--- config.mk ---
export PLATFORM = sky130hd
export DESIGN_NAME = wb_regfile
export DESIGN_NICKNAME = d
export VERILOG_FILES = /design/src/rtl/wb_regfile.sv
export SDC_FILE = /design/constraint.sdc
export NUM_CORES = 2
export LEC_CHECK = 0
export BUFFER_PORTS_ARGS = -buffer_cell sky130_fd_sc_hd__buf_4
export CORE_MARGIN = 1.5
export CORE_UTILIZATION = 62
export DETAILED_ROUTE_END_ITERATION = 16
export PLACE_DENSITY = 0.8
export SYNTH_ARGS = -nofsm -noshare
export SYNTH_HDL_FRONTEND = slang
export SYNTH_SLANG_ARGS = --single-unit
--- constraint.sdc ---
create_clock -name clk -period 6.4 [get_ports clk]
set_input_delay 0.32 -clock clk [delete_from_list [all_inputs] [get_ports clk]]
set_output_delay 0.32 -clock clk [all_outputs]
set_load 0.01 [all_outputs]
--- src/rtl/wb_regfile.sv ---
// MEM/WB stage register, 32x32 register file with two combinational read ports
// and a committed-write counter. Define REGFILE_BYPASS_EN for WB-to-read bypass.
module wb_regfile (
  input  logic        clk,
  input  logic        rst,
  input  logic        stall_i,
  input  logic        flush_i,
  input  logic [4:0]  wd_i,
  input  logic        wreg_i,
  input  logic [31:0] wdata_i,
  input  logic        re1_i,
  input  logic [4:0]  raddr1_i,
  output logic [31:0] rdata1_o,
  input  logic        re2_i,
  input  logic [4:0]  raddr2_i,
  output logic [31:0] rdata2_o,
  output logic [4:0]  wb_wd_o,
  output logic        wb_wreg_o,
  output logic [31:0] wb_wdata_o,
  output logic [31:0] wb_cnt_o
);

  localparam int unsigned DW   = 32;
  localparam int unsigned AW   = 5;
  localparam int unsigned NREG = 32;

  // Set only by a fresh load, so a stalled instruction is counted once.
  logic          wb_new;
  logic          commit_c;
  logic [DW-1:0] regs [1:NREG-1];

  assign commit_c = wb_wreg_o && (wb_wd_o != '0);

  // MEM/WB stage register: rst/flush clear, stall holds, otherwise load.
  always_ff @(posedge clk) begin
    if (rst || flush_i) begin
      wb_wd_o    <= '0;
      wb_wreg_o  <= 1'b0;
      wb_wdata_o <= '0;
      wb_new     <= 1'b0;
    end else if (stall_i) begin
      wb_new     <= 1'b0;
    end else begin
      wb_wd_o    <= wd_i;
      wb_wreg_o  <= wreg_i;
      wb_wdata_o <= wdata_i;
      wb_new     <= 1'b1;
    end
  end

  // Register array write; re-writing the held value during a stall is harmless.
  always_ff @(posedge clk) begin
    if (rst) begin
      for (int unsigned i = 1; i < NREG; i++) begin
        regs[AW'(i)] <= '0;
      end
    end else if (commit_c) begin
      regs[wb_wd_o] <= wb_wdata_o;
    end
  end

  // Committed-write counter, wraps naturally.
  always_ff @(posedge clk) begin
    if (rst) begin
      wb_cnt_o <= '0;
    end else if (wb_new && commit_c) begin
      wb_cnt_o <= wb_cnt_o + DW'(1);
    end
  end

  // Read port 1.
  always_comb begin
    rdata1_o = '0;
    if (!rst && re1_i && (raddr1_i != '0)) begin
`ifdef REGFILE_BYPASS_EN
      if (wb_wreg_o && (raddr1_i == wb_wd_o)) begin
        rdata1_o = wb_wdata_o;
      end else begin
        rdata1_o = regs[raddr1_i];
      end
`else
      rdata1_o = regs[raddr1_i];
`endif
    end
  end

  // Read port 2.
  always_comb begin
    rdata2_o = '0;
    if (!rst && re2_i && (raddr2_i != '0)) begin
`ifdef REGFILE_BYPASS_EN
      if (wb_wreg_o && (raddr2_i == wb_wd_o)) begin
        rdata2_o = wb_wdata_o;
      end else begin
        rdata2_o = regs[raddr2_i];
      end
`else
      rdata2_o = regs[raddr2_i];
`endif
    end
  end

endmodule

### Word level (Yosys, flattened, before mapping)

Memories as Yosys holds them, arrays and structs flattened.
Index checks and enable logic that the tools add are counted.
Widths: inputs -> output; s select.

| storage, ports and cells | value |
|---|---|
| bits of input ports | 54 |
| output and inout bits | 134 |
| memories | 1 |
| logic and storage cells | 30 |
| flip-flop bits (word level) | 71 |
| bits in writable memories | 992 |

| cells by class | value |
|---|---|
| reductions and logical operators | 12 |
| muxes and demuxes | 11 |
| $add $sub $neg | 1 |

Memory list:

| name | depth | width | read ports | clocked after memory_dff | wr ports | RTL line | source |
|---|---|---|---|---|---|---|---|
| regs | 31 | 32 | 2 | 0 | 31 | 30 | `logic [DW-1:0] regs [1:NREG-1];` |

Operators with widths:

| operator | count |
|---|---|
| $mux 32 | 3 |
| $add 32x1->32 const B | 1 |
| $reduce_or 32->1 | 1 |
| $reduce_bool 5->1 | 3 |
| $mux 1 | 7 |
| $logic_and 1x1->1 | 6 |
| $mux 5 | 1 |
| $logic_not 1->1 | 1 |
| $logic_or 1x1->1 | 1 |

### Logic depth before layout (Yosys ltp)

| logic depth | value |
|---|---|
| word-level depth | 7 |
| gate-level depth with buffers | 8 |
| gate-level depth less buffers | 5 |

### Worst setup path before layout

No wires, ideal clock.

| path | value |
|---|---|
| path type | input port to output port |
| from | input raddr2_i[1] |
| to | output rdata2_o[21] |
| path buffers | 4 |
| path slack | 4.075 ns |
| data arrival time | 2.005 ns |
| data required time | 6.080 ns |
| cell stages on the path | 7 |
| cell sequence | clkbuf_1 -> buf_2 -> clkbuf_1 -> clkbuf_1 -> mux4_2 -> a22oi_1 -> nand4_1 |

| between the ends | value |
|---|---|
| word-level cells in the longest chain between the ends | 3 |
| elaborated cells on any way between the ends | 4 |
| classes of those cells | mux (1); reduce/logical (2); memory (1) |

RTL lines:

| element | RTL line | source |
|---|---|---|
| start: declaration | 15 | `input logic [4:0] raddr2_i,` |
| branches (longest 2 deep; another with $mem_v2 31x32) | - |  |
| $mux 32 * | 90 | `if (!rst && re2_i && (raddr2_i != '0)) begin` |
| end: declaration | 16 | `output logic [31:0] rdata2_o,` |

Every way passes the cells marked *.

### Final worst setup path

| path | value |
|---|---|
| from | input raddr1_i[1] |
| to | output rdata1_o[9] |

| between the ends | value |
|---|---|
| word-level cells in the longest chain between the ends | 3 |
| elaborated cells on any way between the ends | 4 |
| classes of those cells | mux (1); reduce/logical (2); memory (1) |

RTL lines:

| element | RTL line | source |
|---|---|---|
| start: declaration | 12 | `input logic [4:0] raddr1_i,` |
| branches (longest 2 deep; another with $mem_v2 31x32) | - |  |
| $mux 32 * | 74 | `if (!rst && re1_i && (raddr1_i != '0)) begin` |
| end: declaration | 13 | `output logic [31:0] rdata1_o,` |

Marked as above.

==> Implementation_results.wiki <==
{| class="wikitable"
! Metric !! Value
|-
| Critical Path Fanout Max || 94
|-
| Power per cell area || 252 nW/um2
|-
| Average wire per cell in the routed design || 31.3 um
|-
| Sum Neg Setup Slack || 0 ns
|-
| Sequential fraction of the synthesis area || 56.1%
|-
| Post-synthesis cell type count || 44
|-
| Number of buffers created by CTS || 113
|-
| CTS sink count || 1095
|-
| Routed via count || 38.9k
|-
| Final-report hold violation count || 0
|-
| Worst Path Arrival || 3.64 ns
|-
| Fraction of final layout cells sized beyond drive strength 1 || 19.1%
|-
| Leading cell types in the layout, fill and taps excluded || 1024 x sky130_fd_sc_hd__edfxtp_1, 992 x sky130_fd_sc_hd__and2_1, 551 x sky130_fd_sc_hd__mux2i_1
|-
| Post-detailed-route via-to-cell ratio || 6.92
|-
| Buffers added on ports || 187
|-
| Cell total after placement || 5377
|-
| First-pass GRT wire length || 252 mm
|-
| Share of the core filled with cells || 69.4%
|-
| Area of the core || 91700 um2
|-
| End of the worst register-to-register path || regs[26][8]
|-
| Minimum setup slack among reg-to-reg paths || 2.72 ns
|-
| Number of enable flip-flop cells after synthesis || 1024
|-
| Synthesized area per cell || 13.3 um2
|-
| Async S/R FF share, synth || 0%
|-
| Count of maximum capacitance violations || 0
|-
| Number of cells produced by synthesis || 4301
|-
| Gp weighted congestion || 0.931
|-
| Peak clock frequency supported by timing || 252 MHz
|-
| Finish-stage setup viols || 0
|-
| Element type at the critical path end || primary output
|-
| Classification of the worst-slack hold path || input port to flop
|-
| Hold Crit Endpoint || wb_new
|-
| Tightest Pin Transition || 1.39 ns
|-
| Cell area after synthesis || 57300 um2
|-
| Maximum resistive drop on vdd || 0.238 mV
|-
| Type of the worst setup path || input port to primary output
|-
| Depth of the worst register-to-register path || 5
|-
| Final worst-path setup slack || 2.44 ns
|-
| Post-CTS Setup Inserts || 0
|-
| Aggregate global routing overflow || 0
|-
| Via count of the first global-routing pass || 38.2k
|-
| Pre-Repair DR Iteration Count || 10
|-
| Share of the cycle needed by the critical path after routing || 61.9%
|-
| Number of rows created at floorplan || 111
|-
| Count of synthesis-stage warnings from yosys || 0
|-
| Initial detailed-routing violation count || 5866
|-
| Max H-tree Level || 3
|-
| Area added between synthesis and finish || 11.0%
|-
| Final ANT Viol Nets || 0
|-
| Setup repair after global routing missed its margin || no
|-
| Post-synth top flop || sky130_fd_sc_hd__edfxtp_1
|-
| Startpoint kind of the worst setup timing path || input port
|-
| CTS clk-pin slew, worst paths || 0.06 ns
|-
| Horizontal die dimension || 307 um
|-
| Main combinational cell family by area after synthesis || multiplexers
|-
| Max_slew headroom || 6.96%
|-
| Final period demand of the worst path || 3.96 ns
|-
| Critical path data required time || 6.08 ns
|-
| Multiplexer share of the synthesized area || 20.9%
|-
| Final layout net count || 4399
|-
| Register bit total from synthesis || 1095
|-
| Synthesized-area fraction occupied by adder cells || 0.0218%
|-
| Maximum clock skew at final layout || 0.0136 ns
|-
| Post-synthesis simple-gate area fraction || 15.5%
|-
| Vertical extent of the die || 307 um
|-
| Count of boundary I/O pins || 188
|-
| Number of standard cells in the layout, taps in and fillers out || 5626
|-
| Final Max Tran Viols || 0
|-
| WHS Path Cells || 2
|-
| Run status || complete, no violations
|-
| Total wire length after detailed routing || 176 mm
|-
| Number of buffers between clock root and the deepest sink || 3
|-
| TritonCTS clock tree || yes
|-
| Pre-CTS setup slack || 2.57 ns
|-
| Estimated wirelength of the detail-placed design || 102 mm
|-
| Later-pin clock latency in the skew report || 0.70 ns
|-
| Largest net degree at the start of global routing || 95
|-
| Xor/xnor share of the synthesized area || 0.321%
|-
| Number of fill cells || 6159
|-
| Starting utilization of the core area || 62.6%
|-
| Launch instance of the worst register-to-register path || wb_wd_o[3]
|-
| Compound-cell area share of the yosys netlist || 4.11%
|-
| Initial antenna violation count || 8
|-
| Hold path startpoint || stall_i
|-
| Leading cell type in the layout, fill and taps excluded || sky130_fd_sc_hd__edfxtp_1
|-
| Overall Global Routing Usage || 37.0%
|-
| Count of cells resized by post-cts repair || 0
|-
| Cell at the root of the clock tree || sky130_fd_sc_hd__clkbuf_16
|-
| Floorplan die area || 94300 um2
|-
| DRC violation count after routing || 0
|-
| Leakage power total || 24.2 nW
|}
==> cells by family after synthesis <==
| group | after synthesis |
|---|---|
| simple gates | 1544 |
| flops | 1095 |
| mux | 871 |
| buf+inv | 427 |
| compound gates | 341 |
| xor+xnor | 21 |
| fa+ha+maj | 1 |
| other cells | 1 |
==> per-stage QoR <==
| stage | power, mW | hold WS [ns] | area, um2 |
|---|---|---|---|
| after global routing | 16.4 | 0.250 | 63600 |
| final | 16.0 | 0.215 | 63600 |
| after detailed placement | 9.68 | 0.480 | 59700 |
| after floorplan | 9.16 | 0.464 | 57500 |
| after CTS | 16.0 | 0.177 | 63600 |
| after global placement | 9.64 | 0.471 | 59700 |
==> worst max-delay path by stage <==
stage                     start           end  slack (ns)  cells after the start
floorplan           raddr2_i[1]  rdata2_o[21]        4.08                      7
global placement    raddr1_i[1]   rdata1_o[9]        2.49                      6
detailed placement  raddr1_i[1]   rdata1_o[9]        2.57                      6
CTS                 raddr1_i[1]   rdata1_o[9]        2.56                      6
global route        raddr1_i[1]   rdata1_o[9]        2.39                      6
finish              raddr1_i[1]   rdata1_o[9]        2.44                      6
==> area by class of cell <==
type / instances / area [um2] / area share (%)
Sequential cell: 1095 / 32200 / 50.6
Multi-Input combinational cell: 2810 / 23800 / 37.4
Clock buffer: 150 / 3090 / 4.86
Timing Repair Buffer: 316 / 2540 / 3.99
Tap cell: 1186 / 1480 / 2.33
Clock inverter: 58 / 490 / 0.771
Inverter: 8 / 30.0 / 0.0472
Antenna cell: 3 / 7.51 / 0.0118
==> critical path, stage by stage <==
cell	delay (ns)
sky130_fd_sc_hd__buf_8	0.69
sky130_fd_sc_hd__buf_4	0.84
sky130_fd_sc_hd__mux4_2	0.41
sky130_fd_sc_hd__a22oi_1	0.51
sky130_fd_sc_hd__nand4_1	0.44
sky130_fd_sc_hd__buf_4	0.29
==> per-layer routing <==
layer / global-route usage (%) / vias to the layer above / wire, um
li1: - / 16100 / -
met1: 49.9 / 19300 / 62900
met2: 55.8 / 2971 / 79100
met3: 11.8 / 505 / 26100
met4: 15.9 / 10 / 7830
met5: 0 / - / 57
==> report_power, final <==
part           internal (mW)  switching (mW)
Sequential              8.03           0.166
Combinational          0.560           0.833
Clock                   3.63            2.82
Total                   12.2            3.82
==> state kept, by name, indices dropped and copies added, names as in the netlist <==
name and cells:
regs 1024, wb_new 1, wb_cnt_o 32, wb_wd_o 5
wb_wreg_o 1, wb_wdata_o 32
==> timing repair <==
item | CTS | global route
hold buffers | 38 | 0
hold endpoints to repair | 38 | 0
setup endpoints to repair | 0 | 0
==> cells in the mapped netlist, types with 8 or more instances <==
master,instances,share of area (%)
sky130_fd_sc_hd__a21oi_1,74,0.65
sky130_fd_sc_hd__a22oi_1,255,3.3
sky130_fd_sc_hd__and2_1,994,11
sky130_fd_sc_hd__buf_1,26,0.17
sky130_fd_sc_hd__buf_2,78,0.68
sky130_fd_sc_hd__clkbuf_1,312,2.0
sky130_fd_sc_hd__dfxtp_1,71,2.5
sky130_fd_sc_hd__edfxtp_1,1024,54
sky130_fd_sc_hd__inv_1,8,0.052
sky130_fd_sc_hd__mux2_2,64,1.3
sky130_fd_sc_hd__mux2i_1,551,9.6
sky130_fd_sc_hd__mux4_2,256,10
sky130_fd_sc_hd__nand2_1,149,0.98
sky130_fd_sc_hd__nand3_1,141,1.2
sky130_fd_sc_hd__nand4_1,73,0.80
sky130_fd_sc_hd__nor2_1,94,0.62
sky130_fd_sc_hd__nor3_1,19,0.17
sky130_fd_sc_hd__o21ai_0,8,0.070
sky130_fd_sc_hd__or2_2,34,0.37
sky130_fd_sc_hd__or3_1,8,0.087
sky130_fd_sc_hd__xnor2_1,14,0.21
Power figures use the tool's default switching activity.
